[src/rtl/d_phy_transmitter.sv]
// HS-only D-PHY transmitter: one data lane plus clock lane.
// A burst is clock pre-run, HS-zero, sync byte 8'h1D, payload (LSB first), trail and
// clock post-run. Bytes arrive over a valid/ready handshake taken only at byte boundaries.
module d_phy_transmitter #(
    parameter int unsigned T_CLK_PRE  = 8,
    parameter int unsigned T_HS_ZERO  = 16,
    parameter int unsigned T_HS_TRAIL = 8,
    parameter int unsigned T_CLK_POST = 32
) (
    input  logic       clock,
    input  logic       reset_n,
    input  logic [7:0] byte_data,
    input  logic       byte_valid,
    input  logic       byte_last,
    output logic       byte_ready,
    output logic       hs_enable,
    output logic       clock_lane,
    output logic       data_lane,
    output logic       busy,
    output logic       underrun
);

    typedef enum logic [2:0] {
        StIdle,
        StClkPre,
        StHsZero,
        StSync,
        StData,
        StTrail,
        StClkPost
    } state_e;

    localparam logic [7:0] PreEnd   = 8'(T_CLK_PRE - 1);
    localparam logic [7:0] ZeroEnd  = 8'(T_HS_ZERO - 1);
    localparam logic [7:0] TrailEnd = 8'(T_HS_TRAIL - 1);
    localparam logic [7:0] PostEnd  = 8'(T_CLK_POST - 1);
    localparam logic [7:0] SyncByte = 8'h1D;

    state_e     state_q, state_d;
    logic [7:0] phase_q, phase_d;
    logic [2:0] bit_q, bit_d;
    logic [7:0] shift_q, shift_d;
    logic       last_q, last_d;      // byte now in the shifter was marked last
    logic       trail_q, trail_d;    // inverse of the final transmitted bit
    logic       clk_q, clk_d;
    logic       underrun_q, underrun_d;

    // State and datapath registers; reset clears every output source at once.
    always_ff @(posedge clock or negedge reset_n) begin
        if (!reset_n) begin
            state_q    <= StIdle;
            phase_q    <= 8'd0;
            bit_q      <= 3'd0;
            shift_q    <= 8'd0;
            last_q     <= 1'b0;
            trail_q    <= 1'b0;
            clk_q      <= 1'b0;
            underrun_q <= 1'b0;
        end else begin
            state_q    <= state_d;
            phase_q    <= phase_d;
            bit_q      <= bit_d;
            shift_q    <= shift_d;
            last_q     <= last_d;
            trail_q    <= trail_d;
            clk_q      <= clk_d;
            underrun_q <= underrun_d;
        end
    end

    // Next-state, counters, shifter and the byte_ready handshake.
    always_comb begin
        state_d    = state_q;
        phase_d    = phase_q;
        bit_d      = bit_q;
        shift_d    = shift_q;
        last_d     = last_q;
        trail_d    = trail_q;
        clk_d      = ~clk_q;
        underrun_d = 1'b0;
        byte_ready = 1'b0;
        unique case (state_q)
            StIdle: begin
                clk_d   = 1'b0;
                phase_d = 8'd0;
                bit_d   = 3'd0;
                // The presented byte is left in place; it is taken at the sync boundary.
                if (byte_valid) begin
                    state_d = StClkPre;
                    clk_d   = 1'b1;
                end
            end
            StClkPre: begin
                phase_d = phase_q + 8'd1;
                if (phase_q == PreEnd) begin
                    phase_d = 8'd0;
                    state_d = StHsZero;
                end
            end
            StHsZero: begin
                phase_d = phase_q + 8'd1;
                if (phase_q == ZeroEnd) begin
                    phase_d = 8'd0;
                    bit_d   = 3'd0;
                    shift_d = SyncByte;
                    last_d  = 1'b0;
                    state_d = StSync;
                end
            end
            StSync, StData: begin
                shift_d = {1'b0, shift_q[7:1]};
                bit_d   = bit_q + 3'd1;
                if (bit_q == 3'd7) begin
                    if (last_q) begin
                        trail_d = ~shift_q[0];
                        state_d = StTrail;
                    end else begin
                        byte_ready = 1'b1;
                        if (byte_valid) begin
                            shift_d = byte_data;
                            last_d  = byte_last;
                            state_d = StData;
                        end else begin
                            underrun_d = 1'b1;
                            trail_d    = ~shift_q[0];
                            state_d    = StTrail;
                        end
                    end
                end
            end
            StTrail: begin
                phase_d = phase_q + 8'd1;
                if (phase_q == TrailEnd) begin
                    phase_d = 8'd0;
                    state_d = StClkPost;
                end
            end
            StClkPost: begin
                phase_d = phase_q + 8'd1;
                if (phase_q == PostEnd) begin
                    phase_d = 8'd0;
                    clk_d   = 1'b0;
                    state_d = StIdle;
                end
            end
            default: begin
                state_d = StIdle;
                clk_d   = 1'b0;
            end
        endcase
    end

    // Lane outputs decoded from the registered state.
    always_comb begin
        data_lane = 1'b0;
        unique case (state_q)
            StSync, StData:     data_lane = shift_q[0];
            StTrail, StClkPost: data_lane = trail_q;
            default:            data_lane = 1'b0;
        endcase
    end

    assign hs_enable  = (state_q != StIdle);
    assign busy       = (state_q != StIdle);
    assign clock_lane = clk_q;
    assign underrun   = underrun_q;

endmodule

[config.mk]
export PLATFORM = sky130hd
export DESIGN_NAME = d_phy_transmitter
export DESIGN_NICKNAME = d
export VERILOG_FILES = /design/src/rtl/d_phy_transmitter.sv
export SDC_FILE = /design/constraint.sdc
export NUM_CORES = 1
export LEC_CHECK = 0
export CAP_MARGIN = 15
export CORE_AREA = 2 2 78 57
export CTS_BUF_LIST = sky130_fd_sc_hd__clkbuf_4 sky130_fd_sc_hd__clkbuf_8 sky130_fd_sc_hd__clkbuf_16
export CTS_CLUSTER_DIAMETER = 40
export DETAILED_ROUTE_END_ITERATION = 10
export DIE_AREA = 0 0 80 59
export GPL_TIMING_DRIVEN = 0
export PLACE_DENSITY = 0.72
export SLEW_MARGIN = 20
export SYNTH_ARGS = -nofsm -noshare
export SYNTH_HDL_FRONTEND = slang
export SYNTH_SLANG_ARGS = --single-unit
export TNS_END_PERCENT = 30
[constraint.sdc]
create_clock -name clock -period 1.85 [get_ports clock]
set_clock_uncertainty 0.1 [all_clocks]
set_input_delay 0.555 -clock clock [delete_from_list [all_inputs] [get_ports clock]]
set_output_delay 0.555 -clock clock [all_outputs]
set_load 0.05 [all_outputs]
==> results.ini, run 1 <==
[timing]
drv_slew=0
finalHoldViolations=0
fin_crit_ns=2.202
setup_viol=5
fmax_mhz=454.1
tns_ns=-1.221
worst_pin_slew_ns=0.5800
post-route-period-util_pct=119.0
maxSlewHeadroom_pct=61.34
fin_ws_ns=-0.3524
rsz0062_at_grt=yes

[setup_path]
cp_cell_sequence=clkbuf_16 > clkbuf_16 > mux2i_4 > o22ai_4 > buf_6
worst-setup-path-type=flip-flop to primary output
r2r-start=state_q[1]
start_kind=flip-flop
rr_worst_depth=6
cp-end-kind=primary output
critPathTopFamily=buffers and inverters
cp.arrival_ns=1.55
cp.required_ns=1.19
cp_slowest_cell=dfrtp_2
crit_path_frequent_cell=clkbuf_16
max_stage_delay_ns=0.46
critical_path_peak_fanout=6
worst-path-buf-inv=3
reg2reg_to=phase_q[5]
reg2reg_slack_ns=-0.02

[cells_and_area]
final_util_pct=60.49
num-nets-final=237
n_antenna_cell=0
drive_above_1_share_pct=33.48
syn_to_final_growth_pct=38.91
final_cell_mix=dfrtp_1 (22), buf_4 (22), nand2_1 (14)

[detailed_routing]
wl_met2_um=1950
wl_um=4460
ant_nets=0
avgRoutedWirePerCell_um=16.34
vias=1594
wl_met1_um=2167
met3_length_um=302
routed_via_density=5.839
drtPass1Iterations=4
drt_iter0_markers=169
drcViolationCount=0
dr.max_layer_used=met4

[power_and_ir_drop]
leakagePower_nw=1.017
comb_power_share_pct=63.9
p_per_area_nw_per_um2=1488
internal-power_mw=2.003
switchingPower_mw=1.506
seqPwrFrac_pct=25.6
pwr-share-clk_pct=10.5
p_total_mw=3.509
max-vdd-ir-drop_mv=0.7024
switching_share_pct=42.91

[global_route]
first_global_vias=1510
grt_pass1_wl_um=7527
grt_max_degree=27
grt_usage_pct=20.49
grt-ovfl-total=0
antenna_found_initial=0

[die]
die_x_um=80
core_area_um2=3899
dieArea_um2=4720
initial_utilization_pct=43.55
num_rows=19
die_y_um=59
ios=18

[clock_tree]
clock_latency_ns=0.27
root_buffer=clkbuf_8
cts_made_buffers=3
path_clk_slew_ns=0.09
clockBufferDepth=2
htreeDepth=1
cts_tree=done
clock-sinks=26

[placed_design]
hpwlAfterDp_um=2846
port_buffers=17
place_congestion=0.8842

[yosys]
synth-compound-area-share_pct=25.87
synth_top_family_by_area=compound AO/OA/AOI/OAI gates
synth-xor-area-share_pct=1.032
synth_ff_type=dfrtp_1
synth.mux.area_fraction_pct=5.895
synthAdderAreaFrac_pct=2.211
synth_edf_count=0
synth-simple-area-share_pct=20.71
avgSynthCellArea_um2=9.485
async_flop_share_pct=100.0
synth_cell_types=53
ys_ff_latch=26
syn_nets=194
syn_inst=179
ys_seq_area_share_pct=38.32
synthesis.area_um2=1698
ys_warn_count=0

[outcome]
status=finished with violations
violations=setup timing

[run]
max_cap_viol_count=0

[hold_path]
min_path_type=input port to async pin

-- per-layer routing --
layer | global-route usage [%] | up-vias
li1 | - | 773
met1 | 31.40 | 760
met2 | 30.24 | 56
met3 | 3.811 | 5
met4 | 4.358 | 0
met5 | 0 | -
-- sequential cells by signal (all words and copies together) (netlist names) --
name and cells:
phase_q 8, shift_q 8, bit_q 3, state_q 3, clock_lane 1, last_q 1
trail_q 1, underrun 1
-- worst max-delay path by stage --
stage | start | end | slack, ns | depth (start not counted)
floorplan | state_q[1] | hs_enable | -0.08 | 4
global placement | state_q[2] | data_lane | -0.81 | 5
detailed placement | state_q[2] | data_lane | -0.82 | 5
CTS | state_q[1] | data_lane | -0.39 | 6
global route | state_q[1] | data_lane | -0.39 | 5
finish | state_q[1] | data_lane | -0.35 | 5
-- what timing repair did --
item,4_1_cts,5_1_grt
gates resized for setup,54,19
pin swaps,7,8
cloned,0,0
hold buffers,0,0
setup endpoints to repair,18,22
setup buffers,16,8
-- stage by stage --
step,instance area (µm²),instances,hold WS [ns],setup WS (ns)
3_5_place_dp,1993,248,0.3753,-0.8164
6_report,2359,273,0.1670,-0.3524
5_1_grt,2359,273,0.2177,-0.3939
2_1_floorplan,1763,179,0.1594,-0.07794
4_1_cts,2267,267,0.1981,-0.3894
3_3_place_gp,1998,248,0.3711,-0.8105
-- synth_stat cells, types with 5 or more instances --
cell type | instances | area [µm²]
dfrtp_1 | 26 | 650.6
nand2_1 | 16 | 60.06
mux2i_1 | 10 | 100.1
a21oi_1 | 9 | 45.04
nor2_1 | 9 | 33.78
o21ai_0 | 9 | 45.04
nor2b_1 | 8 | 50.05
inv_1 | 6 | 22.52
nand3_1 | 6 | 30.03
o2bb2ai_1 | 5 | 43.79
-- logic make-up (layout without fill, tap and decap cells) --
kind of cell,after synthesis,after routing
AOI/OAI and AO/OA,59,59
xor gates and xnor gates,2,2
adders and majority gates,3,3
buffers and inverters,17,59
DFF,26,26
muxes,10,10
and+or+nand+nor,62,62
-- cell type report --
type / instances / area (µm²)
Buffer: 8 / 108.9
Clock buffer: 4 / 55.05
Fill cell: 320 / 1540
Inverter: 6 / 26.28
Multi-Input combinational cell: 136 / 1082
Sequential cell: 26 / 655.6
Tap cell: 52 / 65.06
Timing Repair Buffer: 41 / 365.4
-- power groups by stage --
stage | sequential [mW] | combinational [mW] | clock [mW]
global placement | 0.888 | 1.68 | 0
detailed placement | 0.893 | 1.70 | 0
finish | 0.897 | 2.24 | 0.369
global route | 0.924 | 2.41 | 0.407
CTS | 0.869 | 2.08 | 0.381
floorplan | 0.899 | 1.29 | 0
(Power assumes the default switching activity.)
==> run 2, diff against run 1 <==
--- a/config.mk
+++ b/config.mk
@@ -5,13 +5,15 @@
 export SDC_FILE = /design/constraint.sdc
 export NUM_CORES = 1
 export LEC_CHECK = 0
+export ABC_AREA = 1
 export CAP_MARGIN = 15
-export CORE_AREA = 2 2 78 57
+export CORE_AREA = 2 2 73 54
 export CTS_BUF_LIST = sky130_fd_sc_hd__clkbuf_4 sky130_fd_sc_hd__clkbuf_8 sky130_fd_sc_hd__clkbuf_16
 export CTS_CLUSTER_DIAMETER = 40
 export DETAILED_ROUTE_END_ITERATION = 10
-export DIE_AREA = 0 0 80 59
+export DIE_AREA = 0 0 75 56
 export GPL_TIMING_DRIVEN = 0
+export MAX_ROUTING_LAYER = met4
 export PLACE_DENSITY = 0.72
 export SLEW_MARGIN = 20
 export SYNTH_ARGS = -nofsm -noshare
==> run 2 against run 1 <==
The run still ends with setup timing left; setup slack better by 0.14 ns; global-route usage is 3.0 points lower; via count is 16% lower; largest power group unchanged; sequential cell count stayed put; sequential power is 4.5% lower.
==> results.ini, run 2 <==
[outcome]
status=finished with violations
violations=setup timing

[power_and_ir_drop]
p_per_area_nw_per_um2=1577  ; +6.0%
max-vdd-ir-drop_mv=0.8723  ; +24%
pwr-share-clk_pct=15.4  ; +4.9 points
comb_power_share_pct=56.7  ; -7.2 points
leakagePower_nw=0.9424  ; -7.3%
internal-power_mw=1.737  ; -13%
switching_share_pct=43.54  ; +0.63 points
seqPwrFrac_pct=27.8  ; +2.2 points
switchingPower_mw=1.340  ; -11%

[detailed_routing]
vias=1333  ; -16%
ant_nets=0  ; unchanged
routed_via_density=4.901  ; -16%
wl_um=3311  ; -26%
drcViolationCount=0  ; unchanged
met3_length_um=71  ; -76%
wl_met1_um=1748  ; -19%
drtPass1Iterations=4  ; unchanged
drt_iter0_markers=104  ; -38%
dr.max_layer_used=met4
wl_met2_um=1475  ; -24%
avgRoutedWirePerCell_um=12.17  ; -25%

[placed_design]
port_buffers=17  ; unchanged
place_area_um2=1712  ; -14%
dp.cells=254  ; +2.4%
place_congestion=0.8505  ; -3.8%
hpwlAfterDp_um=2331  ; -18%

[timing]
drv_slew=0  ; unchanged
fin_crit_ns=2.067  ; -0.1356 ns
maxSlewHeadroom_pct=59.94  ; -1.4 points
fmax_mhz=483.8  ; +6.6%
setup_viol=4  ; -1
finalHoldViolations=0  ; unchanged
worst_pin_slew_ns=0.6009  ; +0.02096 ns
fin_ws_ns=-0.2168  ; +0.1356 ns
rsz0062_at_grt=yes
post-route-period-util_pct=111.7  ; -7.3 points

[yosys]
synth_cell_types=28  ; -47%
avgSynthCellArea_um2=7.882  ; -17%
ys_warn_count=0  ; unchanged
synth_edf_count=0  ; unchanged
ys_top_cells_by_area=dfrtp_1 (44%), nand2_1 (11%), nand3_1 (6.1%)
syn_nets=202  ; +4.1%
synth_ff_type=dfrtp_1
synth_most_common_cell=nand2_1
synthesis.area_um2=1474  ; -13%
ys_seq_area_share_pct=44.14  ; +5.8 points
yosys-top-cells-count=nand2_1 (42), dfrtp_1 (26), inv_1 (18), nand3_1 (18), nor2_1 (15)
syn_inst=187  ; +4.5%
synth.top_cell.area_share_pct=44.14  ; +5.8 points
yosys.area.top_type=dfrtp_1
async_flop_share_pct=100.0  ; unchanged
ys_ff_latch=26  ; unchanged

[global_route]
first_global_vias=1209  ; -20%
antenna_found_initial=0  ; unchanged
grt_pass1_wl_um=5513  ; -27%
grt-ovfl-total=0  ; unchanged
grt_usage_pct=17.44  ; -3.0 points
grt_max_degree=27  ; unchanged

[setup_path]
cp-end-kind=primary output
critical_path_peak_fanout=2  ; -4
cp.required_ns=1.19  ; about the same
start_kind=flip-flop
worst-setup-path-type=flip-flop to primary output
cp.arrival_ns=1.41  ; -0.14 ns

[cells_and_area]
syn_to_final_growth_pct=32.43
layoutNonFillerInstCount=272  ; -0.37%
drive_above_1_share_pct=26.13  ; -7.4 points
top_regs=phase_q: 8 flops, shift_q: 8 flops
final_common_cell=nand2_1
finalInstanceArea_um2=1952  ; -17%
n_antenna_cell=0  ; unchanged
num-nets-final=238  ; +0.42%
final_util_pct=56.64  ; -3.8 points
final_cell_mix=nand2_1 (40), dfrtp_1 (26), inv_1 (18)

[die]
initial_utilization_pct=42.77  ; -0.78 points
core_area_um2=3446  ; -12%
num_rows=18  ; -1
die_x_um=75  ; -6.3%
die_y_um=56  ; -5.1%
dieArea_um2=4200  ; -11%
ios=18  ; unchanged

[clock_tree]
root_buffer=clkbuf_8
htreeDepth=1  ; unchanged
clock-sinks=26  ; unchanged
cts_made_buffers=3  ; unchanged
clock_latency_ns=0.28  ; about the same
cts_tree=done
path_clk_slew_ns=0.09  ; about the same
cts_hold_buf=0  ; unchanged
clockBufferDepth=2  ; unchanged

[run]
max_cap_viol_count=0  ; unchanged

[hold_path]
min_path_type=input port to async pin

[run 2: changes by cell type in the layout (fill, tap and decap cells not counted), sizes merged, moves of 6 or more]
cell	before	now
nand2	16	48
nor2b	8	0
mux2i	10	1
nor2	9	20
inv	5	26
nand3	6	21
o21ai	10	16
buf	33	21
[run 2: logic make-up (layout without fill, tap and decap cells)]
group | after synthesis | after routing | share of synthesized area [%]
fa+ha+maj | 3 | 3 | 2.547
simple gates | 93 | 93 | 29.63
compound gates | 32 | 32 | 12.99
xor+xnor | 4 | 4 | 2.377
flops | 26 | 26 | 44.14
buf+inv | 28 | 63 | 7.640
mux | 1 | 1 | 0.6791
[run 2: stage by stage]
stage               hold slack, ns  total power, mW  setup WS (ns)   TNS, ns
floorplan                   0.1594            1.885       -0.05321  -0.08453
finish                      0.1705            3.077        -0.2168   -0.5122
global placement            0.3717            2.219        -0.7723    -10.92
global route                0.2015            3.307        -0.2816    -1.288
CTS                         0.1839            2.833        -0.2090   -0.6584
detailed placement          0.3812            2.242        -0.7944    -4.524
[run 2: layout make-up]
cell class / count / area, µm²
fill: 322 / 1494
inverter: 26 / 100.1
multi-input combinational: 133 / 764.5
clock inverter: 1 / 30.03
clock buffer: 3 / 41.29
tap: 50 / 62.56
timing repair buffer: 32 / 291.5
buffer: 1 / 11.26
sequential: 26 / 650.6
[run 2: path summary, 6_finish.rpt]
| kind | start | end | slack [ns] | depth (start not counted) |
|---|---|---|---|---|
| setup / recovery | state_q[2] | data_lane | -0.22 | 7 |
| hold / removal | reset_n | phase_q[3] | 0.17 | 1 |
| setup reg to reg | bit_q[0] | shift_q[1] | 0.10 | 6 |
| hold reg to reg | bit_q[0] | bit_q[0] | 0.39 | 1 |
| max in group asynchronous | reset_n | state_q[2] | 1.08 | 1 |
| min in group clock | bit_q[0] | bit_q[0] | 0.39 | 1 |
[run 2: layer usage]
metal	up-vias	track usage, %
li1	683	-
met1	635	26.36
met2	13	23.56
met3	2	4.348
met4	0	3.316
met5	-	-
[run 2: timing repair]
| item | in CTS | in global routing |
|---|---|---|
| pin swaps | 1 | 5 |
| hold endpoints to repair | 0 | 0 |
| gates resized for setup | 32 | 17 |
| buffers inserted | 7 | 8 |
| setup endpoints to repair | 6 | 12 |
[run 2: power groups by stage]
stage	clock (mW)	combinational (mW)	sequential, mW
6_report	0.475	1.75	0.857
5_1_grt	0.509	1.92	0.877
4_1_cts	0.485	1.50	0.850
3_5_place_dp	0	1.37	0.869
3_3_place_gp	0	1.36	0.861
2_1_floorplan	0	1.00	0.884
[run 2: worst max-delay path, cell delays in order (launching register included)]
cell and delay, ns:
dfrtp_1 0.40, buf_4 0.14, buf_4 0.13, nand3_1 0.13
o21ai_2 0.08, nand2_1 0.06, nand2_1 0.05, buf_6 0.15
